[config.mk]
export PLATFORM = sky130hd
export DESIGN_NAME = fp_result_packer_flat
export DESIGN_NICKNAME = d
export VERILOG_FILES = /design/src/rtl/fp_result_packer_if.sv /design/src/rtl/fp_result_packer.sv /design/src/flat_wrapper.sv
export SDC_FILE = /design/constraint.sdc
export NUM_CORES = 1
export LEC_CHECK = 0
export ABC_AREA = 1
export BUFFER_PORTS_ARGS = -buffer_cell sky130_fd_sc_hd__buf_2
export CAP_MARGIN = 20
export CELL_PAD_IN_SITES_DETAIL_PLACEMENT = 0
export CELL_PAD_IN_SITES_GLOBAL_PLACEMENT = 1
export CORE_UTILIZATION = 36
export CTS_CLUSTER_DIAMETER = 120
export DETAILED_ROUTE_END_ITERATION = 12
export PLACE_DENSITY = 0.81
export SYNTH_ARGS = -nofsm -noshare
export SYNTH_HDL_FRONTEND = slang
export SYNTH_SLANG_ARGS = --single-unit
[constraint.sdc]
create_clock -name clk -period 2.7 [get_ports clk]
set_clock_uncertainty 0.2 [all_clocks]
set_input_delay 0.54 -clock clk [delete_from_list [all_inputs] [get_ports clk]]
set_output_delay 0.54 -clock clk [all_outputs]
set_load 0.01 [all_outputs]
[src/rtl/fp_result_packer_if.sv]
// Request/result bundle for fp_result_packer: unnormalized result in,
// packed IEEE-style word and exception flags out, each with valid/ready.
interface fp_result_packer_if #(
  parameter int EXP_WIDTH  = 8,
  parameter int MANT_WIDTH = 23
);
  localparam int W = MANT_WIDTH + 4;

  logic                            in_valid;
  logic                            in_ready;
  logic                            in_sign;
  logic signed [EXP_WIDTH+1:0]     in_exp;
  logic        [W-1:0]             in_mant;
  logic                            in_invalid;
  logic                            in_nan;
  logic                            in_inf;
  logic                            out_valid;
  logic                            out_ready;
  logic [EXP_WIDTH+MANT_WIDTH:0]   out_result;
  logic                            out_overflow;
  logic                            out_underflow;
  logic                            out_inexact;
  logic                            out_invalid;

  modport master (
    output in_valid, in_sign, in_exp, in_mant, in_invalid, in_nan, in_inf, out_ready,
    input  in_ready, out_valid, out_result, out_overflow, out_underflow, out_inexact, out_invalid
  );

  modport slave (
    input  in_valid, in_sign, in_exp, in_mant, in_invalid, in_nan, in_inf, out_ready,
    output in_ready, out_valid, out_result, out_overflow, out_underflow, out_inexact, out_invalid
  );
endinterface

[src/rtl/fp_result_packer.sv]
// Normalizes, rounds (nearest-even) and packs a floating-point result one
// shift per cycle, with special-case bypass and exception flag generation.
module fp_result_packer #(
  parameter int EXP_WIDTH  = 8,
  parameter int MANT_WIDTH = 23
) (
  input  logic              clk,
  input  logic              rst_n,
  fp_result_packer_if.slave bus
);
  localparam int W  = MANT_WIDTH + 4;
  localparam int XW = EXP_WIDTH + 3;
  localparam int RW = EXP_WIDTH + MANT_WIDTH + 1;

  localparam logic signed [XW-1:0] ONE     = XW'(1);
  localparam logic signed [XW-1:0] EXP_MAX = XW'(2**EXP_WIDTH - 1);
  localparam logic        [RW-1:0] QNAN    =
    {1'b0, {EXP_WIDTH{1'b1}}, 1'b1, {(MANT_WIDTH-1){1'b0}}};

  typedef enum logic [1:0] {IDLE, NORM, ROUND, OUT} state_t;

  state_t                state_q, state_d;
  logic                  live_q;
  logic                  sign_p0, sign_d;
  logic signed [XW-1:0]  exp_p0, exp_d;
  logic        [W-1:0]   mant_p0, mant_d;
  logic        [RW-1:0]  res_p1, res_d;
  logic                  ovf_p1, ovf_d, unf_p1, unf_d, inx_p1, inx_d, inv_p1, inv_d;

  logic        [W-1:0]   shr;
  logic        [W-3:0]   rnd;
  logic signed [XW-1:0]  rexp;
  logic                  inx_n;

  function automatic logic [W-1:0] shr_sticky(input logic [W-1:0] m);
    return {1'b0, m[W-1:2], m[1] | m[0]};
  endfunction

  // Keeps [W-1:2] and adds the round-to-nearest-even increment.
  function automatic logic [W-3:0] round_rne(input logic [W-1:0] m);
    logic up;
    up = m[1] & (m[0] | m[2]);
    return m[W-1:2] + {{(W-3){1'b0}}, up};
  endfunction

  always_comb begin
    state_d = state_q;
    sign_d  = sign_p0;
    exp_d   = exp_p0;
    mant_d  = mant_p0;
    res_d   = res_p1;
    ovf_d   = ovf_p1;
    unf_d   = unf_p1;
    inx_d   = inx_p1;
    inv_d   = inv_p1;
    shr     = shr_sticky(mant_p0);
    rnd     = '0;
    rexp    = exp_p0;
    inx_n   = 1'b0;
    case (state_q)
      IDLE: begin
        if (bus.in_valid && live_q) begin
          sign_d  = bus.in_sign;
          exp_d   = {bus.in_exp[EXP_WIDTH+1], bus.in_exp};
          mant_d  = bus.in_mant;
          ovf_d   = 1'b0;
          unf_d   = 1'b0;
          inx_d   = 1'b0;
          inv_d   = 1'b0;
          state_d = OUT;
          if (bus.in_invalid) begin
            res_d = QNAN;
            inv_d = 1'b1;
          end else if (bus.in_nan) begin
            res_d = QNAN;
          end else if (bus.in_inf) begin
            res_d = {bus.in_sign, {EXP_WIDTH{1'b1}}, {MANT_WIDTH{1'b0}}};
          end else if (bus.in_mant == '0) begin
            res_d = {bus.in_sign, {(RW-1){1'b0}}};
          end else begin
            state_d = NORM;
          end
        end
      end
      NORM: begin
        if (mant_p0[W-1]) begin
          mant_d = shr;
          exp_d  = exp_p0 + ONE;
        end else if (exp_p0 < ONE) begin
          // Denormalizing: once only sticky remains, further shifts change nothing.
          mant_d = shr;
          exp_d  = (shr[W-1:1] == '0) ? ONE : exp_p0 + ONE;
        end else if (mant_p0[W-2] || exp_p0 == ONE) begin
          state_d = ROUND;
        end else begin
          mant_d = mant_p0 << 1;
          exp_d  = exp_p0 - ONE;
        end
      end
      ROUND: begin
        rnd   = round_rne(mant_p0);
        inx_n = mant_p0[1] | mant_p0[0];
        if (rnd[W-3]) begin
          rnd  = rnd >> 1;
          rexp = exp_p0 + ONE;
        end
        ovf_d = 1'b0;
        inv_d = 1'b0;
        if (rexp >= EXP_MAX) begin
          res_d = {sign_p0, {EXP_WIDTH{1'b1}}, {MANT_WIDTH{1'b0}}};
          ovf_d = 1'b1;
          inx_d = 1'b1;
          unf_d = 1'b0;
        end else if (!rnd[W-4]) begin
          res_d = {sign_p0, {EXP_WIDTH{1'b0}}, rnd[W-5:0]};
          inx_d = inx_n;
          unf_d = inx_n;
        end else begin
          res_d = {sign_p0, rexp[EXP_WIDTH-1:0], rnd[W-5:0]};
          inx_d = inx_n;
          unf_d = 1'b0;
        end
        state_d = OUT;
      end
      OUT: begin
        if (bus.out_ready) state_d = IDLE;
      end
      default: state_d = IDLE;
    endcase
  end

  // Control and result registers: cleared by reset.
  always_ff @(posedge clk or negedge rst_n) begin
    if (!rst_n) begin
      state_q <= IDLE;
      live_q  <= 1'b0;
      res_p1  <= '0;
      ovf_p1  <= 1'b0;
      unf_p1  <= 1'b0;
      inx_p1  <= 1'b0;
      inv_p1  <= 1'b0;
    end else begin
      state_q <= state_d;
      live_q  <= 1'b1;
      res_p1  <= res_d;
      ovf_p1  <= ovf_d;
      unf_p1  <= unf_d;
      inx_p1  <= inx_d;
      inv_p1  <= inv_d;
    end
  end

  // Working operand: only meaningful while a request is in flight.
  always_ff @(posedge clk) begin
    sign_p0 <= sign_d;
    exp_p0  <= exp_d;
    mant_p0 <= mant_d;
  end

  assign bus.in_ready      = live_q && (state_q == IDLE);
  assign bus.out_valid     = (state_q == OUT);
  assign bus.out_result    = res_p1;
  assign bus.out_overflow  = ovf_p1;
  assign bus.out_underflow = unf_p1;
  assign bus.out_inexact   = inx_p1;
  assign bus.out_invalid   = inv_p1;
endmodule

[src/flat_wrapper.sv]
// flat-port wrapper written by rule: the top's interface ports become plain ports
module fp_result_packer_flat 
#(
  parameter int EXP_WIDTH  = 8,
  parameter int MANT_WIDTH = 23
)
  (clk, rst_n, bus_in_valid, bus_in_sign, bus_in_exp, bus_in_mant, bus_in_invalid, bus_in_nan, bus_in_inf, bus_out_ready, bus_in_ready, bus_out_valid, bus_out_result, bus_out_overflow, bus_out_underflow, bus_out_inexact, bus_out_invalid);
  fp_result_packer_if #(.EXP_WIDTH(EXP_WIDTH), .MANT_WIDTH(MANT_WIDTH)) bus_i ();
  input  logic clk;
  input  logic rst_n;
  input wire logic [$bits(bus_i.in_valid)-1:0] bus_in_valid;
  input wire logic [$bits(bus_i.in_sign)-1:0] bus_in_sign;
  input wire logic [$bits(bus_i.in_exp)-1:0] bus_in_exp;
  input wire logic [$bits(bus_i.in_mant)-1:0] bus_in_mant;
  input wire logic [$bits(bus_i.in_invalid)-1:0] bus_in_invalid;
  input wire logic [$bits(bus_i.in_nan)-1:0] bus_in_nan;
  input wire logic [$bits(bus_i.in_inf)-1:0] bus_in_inf;
  input wire logic [$bits(bus_i.out_ready)-1:0] bus_out_ready;
  output wire logic [$bits(bus_i.in_ready)-1:0] bus_in_ready;
  output wire logic [$bits(bus_i.out_valid)-1:0] bus_out_valid;
  output wire logic [$bits(bus_i.out_result)-1:0] bus_out_result;
  output wire logic [$bits(bus_i.out_overflow)-1:0] bus_out_overflow;
  output wire logic [$bits(bus_i.out_underflow)-1:0] bus_out_underflow;
  output wire logic [$bits(bus_i.out_inexact)-1:0] bus_out_inexact;
  output wire logic [$bits(bus_i.out_invalid)-1:0] bus_out_invalid;
  assign bus_i.in_valid = bus_in_valid;
  assign bus_i.in_sign = bus_in_sign;
  assign bus_i.in_exp = bus_in_exp;
  assign bus_i.in_mant = bus_in_mant;
  assign bus_i.in_invalid = bus_in_invalid;
  assign bus_i.in_nan = bus_in_nan;
  assign bus_i.in_inf = bus_in_inf;
  assign bus_i.out_ready = bus_out_ready;
  assign bus_in_ready = bus_i.in_ready;
  assign bus_out_valid = bus_i.out_valid;
  assign bus_out_result = bus_i.out_result;
  assign bus_out_overflow = bus_i.out_overflow;
  assign bus_out_underflow = bus_i.out_underflow;
  assign bus_out_inexact = bus_i.out_inexact;
  assign bus_out_invalid = bus_i.out_invalid;
  fp_result_packer #(.EXP_WIDTH(EXP_WIDTH), .MANT_WIDTH(MANT_WIDTH)) u_core (.clk(clk), .rst_n(rst_n), .bus(bus_i));
endmodule
==> metrics.txt <==
Initial Util=37.26%; Final Instance Area=0.006698 mm^2; Crit Path Max Fanout=10; fin nets=885; Synth area leaders=edfxtp_1 (22%), dfrtp_1 (19%), nand2_1 (16%), nand3_1 (5.3%), a21oi_1 (4.6%); met3 usage=3.299%; Crit Path Category=reg2reg; Layout fillers=1398; Area growth syn-to-layout=28.49%; number of synthesized register bits=78; CP Launch Type=register; GRT Resource Usage Total=20.50%; Clk Latency, worst-skew pair=0.34 ns; reg2reg end=u_core.bus.out_result[29]; die area=0.01496 mm^2; worst slew pin tran=0.8701 ns; fin util=47.88%; Max-Cap Viols=0; internal power=4.108 mW; Final Setup Violations=0; Switching Share=46.75%; Root Buffer=clkbuf_16; clock buffer depth=2; Final Cycle Share=95.95%; M2 GR Usage=28.79%; power per cell area=1152 mW/mm^2; WL final=15530 um; Final Hold Viols=0; initial antenna violation count=0; Worst Hold Class=in2async; vias in the first global route=4648; Sequential Power Share=29.1%; crit end category=register; Critical R2R Launch=u_core.mant_p0[2]; DP HPWL=11380 um; routed len/inst=15.27 um; setup ws final=0.1095 ns; Main synth FF type=edfxtp_1; Synth Warn #=0; layout cells sized above 1=27.60%; leakage=3.145 nW; CTS tree=yes; Placed Instance Area=0.006007 mm^2; Required @ worst endpoint=2.77 ns; DR vias/cell=5.219; H-Tree Depth=3; Worst-path clk slew=0.06 ns; Clk pwr share=14.3%; Die Span Y=122.3 um; gr ovfl total=0; Async SR Flop Fraction=50.00%; pre-CTS WS=-0.02248 ns; Gate power share=56.6%; 1st-iter DRT viols=550; # port buffers=82; routed via count=5308; Seq/Total Area, Yosys=41.19%; IO Count=83; Relative slew margins=41.99%; clock sinks=78; std cell rows=43; Antenna Cells=0; largest net degree at the start of global routing=40; Synth Cell Area=0.005212 mm^2; global-route wire length before repair=23780 um; Residual DRC=0; worst reg-to-reg path cell count=19; EDFF count, synth=39; core box area=0.01399 mm^2; Cells after Synth=707; post-synth cell types=43; RSZ-0062 raised after global routing=true; Cells after DPL=976; TritonCTS Buffers=9; grt met1 use=31.57%; post-route minimum period=2.591 ns; Max Freq=0.3860 GHz; final slew viol count=0; synthesized area per cell=7.373 um^2; WP data arrival=2.66 ns; synthesized netlist net count=760; GP Congestion=0.9238; Die X=122.3 um; switching power=3.607 mW; Synth top area share=22.47%; Antenna Nets Post-Route=0; global-route layer with the greatest usage=met1; final cell count without fillers=1017; Max VDD drop=455.9 uV; FF-to-FF setup slack=0.11 ns; outcome=finished, final reports clean; total iterations of the first detailed-routing run=5; Synth area leader=edfxtp_1; CTS Hold Bufs=0
-- cells in the final DEF, fill, tap and decap left out, types with 2 or more instances in the layout --
| cell | synthesis | routed |
|---|---|---|
| clkinvlp_4 | 0 | 3 |
| a21oi_2 | 0 | 6 |
| ha_1 | 8 | 7 |
| o211ai_1 | 11 | 11 |
| edfxtp_1 | 39 | 39 |
| nand3_4 | 1 | 2 |
| nor4_1 | 11 | 11 |
| nor2_1 | 61 | 59 |
| clkinv_2 | 0 | 3 |
| nand3_2 | 1 | 9 |
| buf_12 | 0 | 2 |
| buf_6 | 1 | 2 |
| nor2_2 | 2 | 4 |
| o21ai_0 | 34 | 34 |
| o22ai_1 | 2 | 2 |
| inv_1 | 57 | 55 |
| buf_2 | 8 | 82 |
| nand3_1 | 55 | 46 |
| buf_4 | 5 | 58 |
| clkbuf_16 | 0 | 9 |
| dfrtp_1 | 39 | 39 |
| a22oi_1 | 10 | 10 |
| nand3b_1 | 2 | 2 |
| nand2_1 | 216 | 200 |
| nand2_2 | 15 | 29 |
| inv_2 | 2 | 2 |
| nor3_4 | 1 | 2 |
| nand4_1 | 7 | 7 |
| a21oi_1 | 48 | 42 |
| nand2_8 | 0 | 4 |
| nor3_1 | 10 | 8 |
| nand2_4 | 3 | 4 |
| xnor2_1 | 2 | 2 |
| xor2_1 | 22 | 21 |
| a31oi_1 | 2 | 2 |
-- kinds of logic (layout without fill, tap and decap cells) --
group / count (synthesis) / in the layout / synth area share [%]
xor gates and xnor gates: 24 / 24 / 4.033
and+or+nand+nor: 388 / 391 / 32.67
buffers and inverters: 94 / 221 / 7.681
adders and majority gates: 8 / 8 / 1.920
AOI/OAI and AO/OA: 114 / 114 / 12.43
other: 1 / 1 / 0.07194
DFF: 78 / 78 / 41.19
-- synthesized netlist by cell type, types with 3 or more instances --
cell type  number
dfrtp_1        39
clkbuf_1       19
nand2_2        15
inv_1          57
nand2_1       216
nor4_1         11
nor3_1         10
buf_4           5
o21ai_0        34
nor2_1         61
o211ai_1       11
xor2_1         22
nand4_1         7
nand2_4         3
a21oi_1        48
ha_1            8
edfxtp_1       39
buf_2           8
nand3_1        55
a22oi_1        10
-- how the worst max path moves through the flow --
| stage | start | endpoint | slack [ns] | depth (start not counted) |
|---|---|---|---|---|
| floorplan | u_core.exp_p0[2] | u_core.exp_p0[0] | 0.14 | 9 |
| global placement | bus_in_mant[1] | u_core.bus.out_result[0] | 0.04 | 8 |
| detailed placement | u_core.mant_p0[1] | u_core.bus.out_result[23] | -0.02 | 18 |
| CTS | u_core.mant_p0[1] | u_core.bus.out_result[28] | 0.03 | 17 |
| global route | u_core.mant_p0[3] | u_core.bus.out_result[20] | -0.07 | 12 |
| finish | u_core.mant_p0[2] | u_core.bus.out_result[29] | 0.11 | 19 |
-- registers in the layout, summed over array words and instances (netlist names) --
register                  count
u_core.bus.out_result        32
u_core.mant_p0               27
u_core.exp_p0                11
u_core.state_q                2
u_core.bus.out_inexact        1
u_core.bus.out_invalid        1
u_core.bus.out_overflow       1
u_core.bus.out_underflow      1
u_core.live_q                 1
u_core.sign_p0                1
-- cell type report --
| cell class | instances | area, um^2 | area share [%] |
|---|---|---|---|
| Clock buffer | 10 | 229.0 | 3.419 |
| Clock inverter | 6 | 38.79 | 0.5791 |
| Inverter | 60 | 231.5 | 3.456 |
| Multi-Input combinational cell | 538 | 2913 | 43.49 |
| Sequential cell | 78 | 2147 | 32.06 |
| Tap cell | 180 | 225.2 | 3.363 |
| Timing Repair Buffer | 145 | 913.4 | 13.64 |
-- metal layers --
metal | up-vias | routed length [um]
met2 | 235 | 6607
met1 | 2449 | 7608
met3 | 19 | 1074
li1 | 2605 | -
met4 | 0 | 241
met5 | - | 0
-- power groups by stage --
| stage | clock network, mW | registers (mW) | logic (mW) |
|---|---|---|---|
| finish | 1.10 | 2.25 | 4.37 |
| global placement | 0 | 2.26 | 3.73 |
| global route | 1.17 | 2.30 | 4.83 |
| detailed placement | 0 | 2.27 | 3.79 |
| floorplan | 0 | 2.28 | 2.51 |
| CTS | 1.13 | 2.25 | 3.83 |
-- metrics by stage --
stage | hold slack, ns | setup TNS (ns) | power [mW]
3_3_place_gp | 0.2518 | 0 | 5.989
5_1_grt | 0.1836 | -0.2155 | 8.309
4_1_cts | 0.1456 | 0 | 7.216
2_1_floorplan | 0.04441 | 0 | 4.785
3_5_place_dp | 0.2637 | -0.09166 | 6.066
6_report | 0.1118 | 0 | 7.715
-- timing repair --
action | in CTS | in global routing
buffers inserted | 0 | 22
gates resized for setup | 2 | 52
endpoints found under the setup margin | 12 | 60
cloned | 0 | 3
pin swaps | 0 | 23
-- worst max-delay path, cell delays in order, from the launching register on --
cell	delay [ns]
edfxtp_1	0.41
nand2_2	0.11
inv_2	0.05
ha_4	0.16
nand3_4	0.09
nor3_4	0.05
buf_6	0.12
nand2_2	0.11
nand2_4	0.11
nand2_8	0.13
nand2_1	0.08
nand2_2	0.09
nand2_2	0.06
nor2_1	0.14
nand2_2	0.11
nand2_8	0.14
nand2_8	0.09
nand2_4	0.09
nand2_2	0.05
a21oi_2	0.14
(Power assumes the default switching activity.)
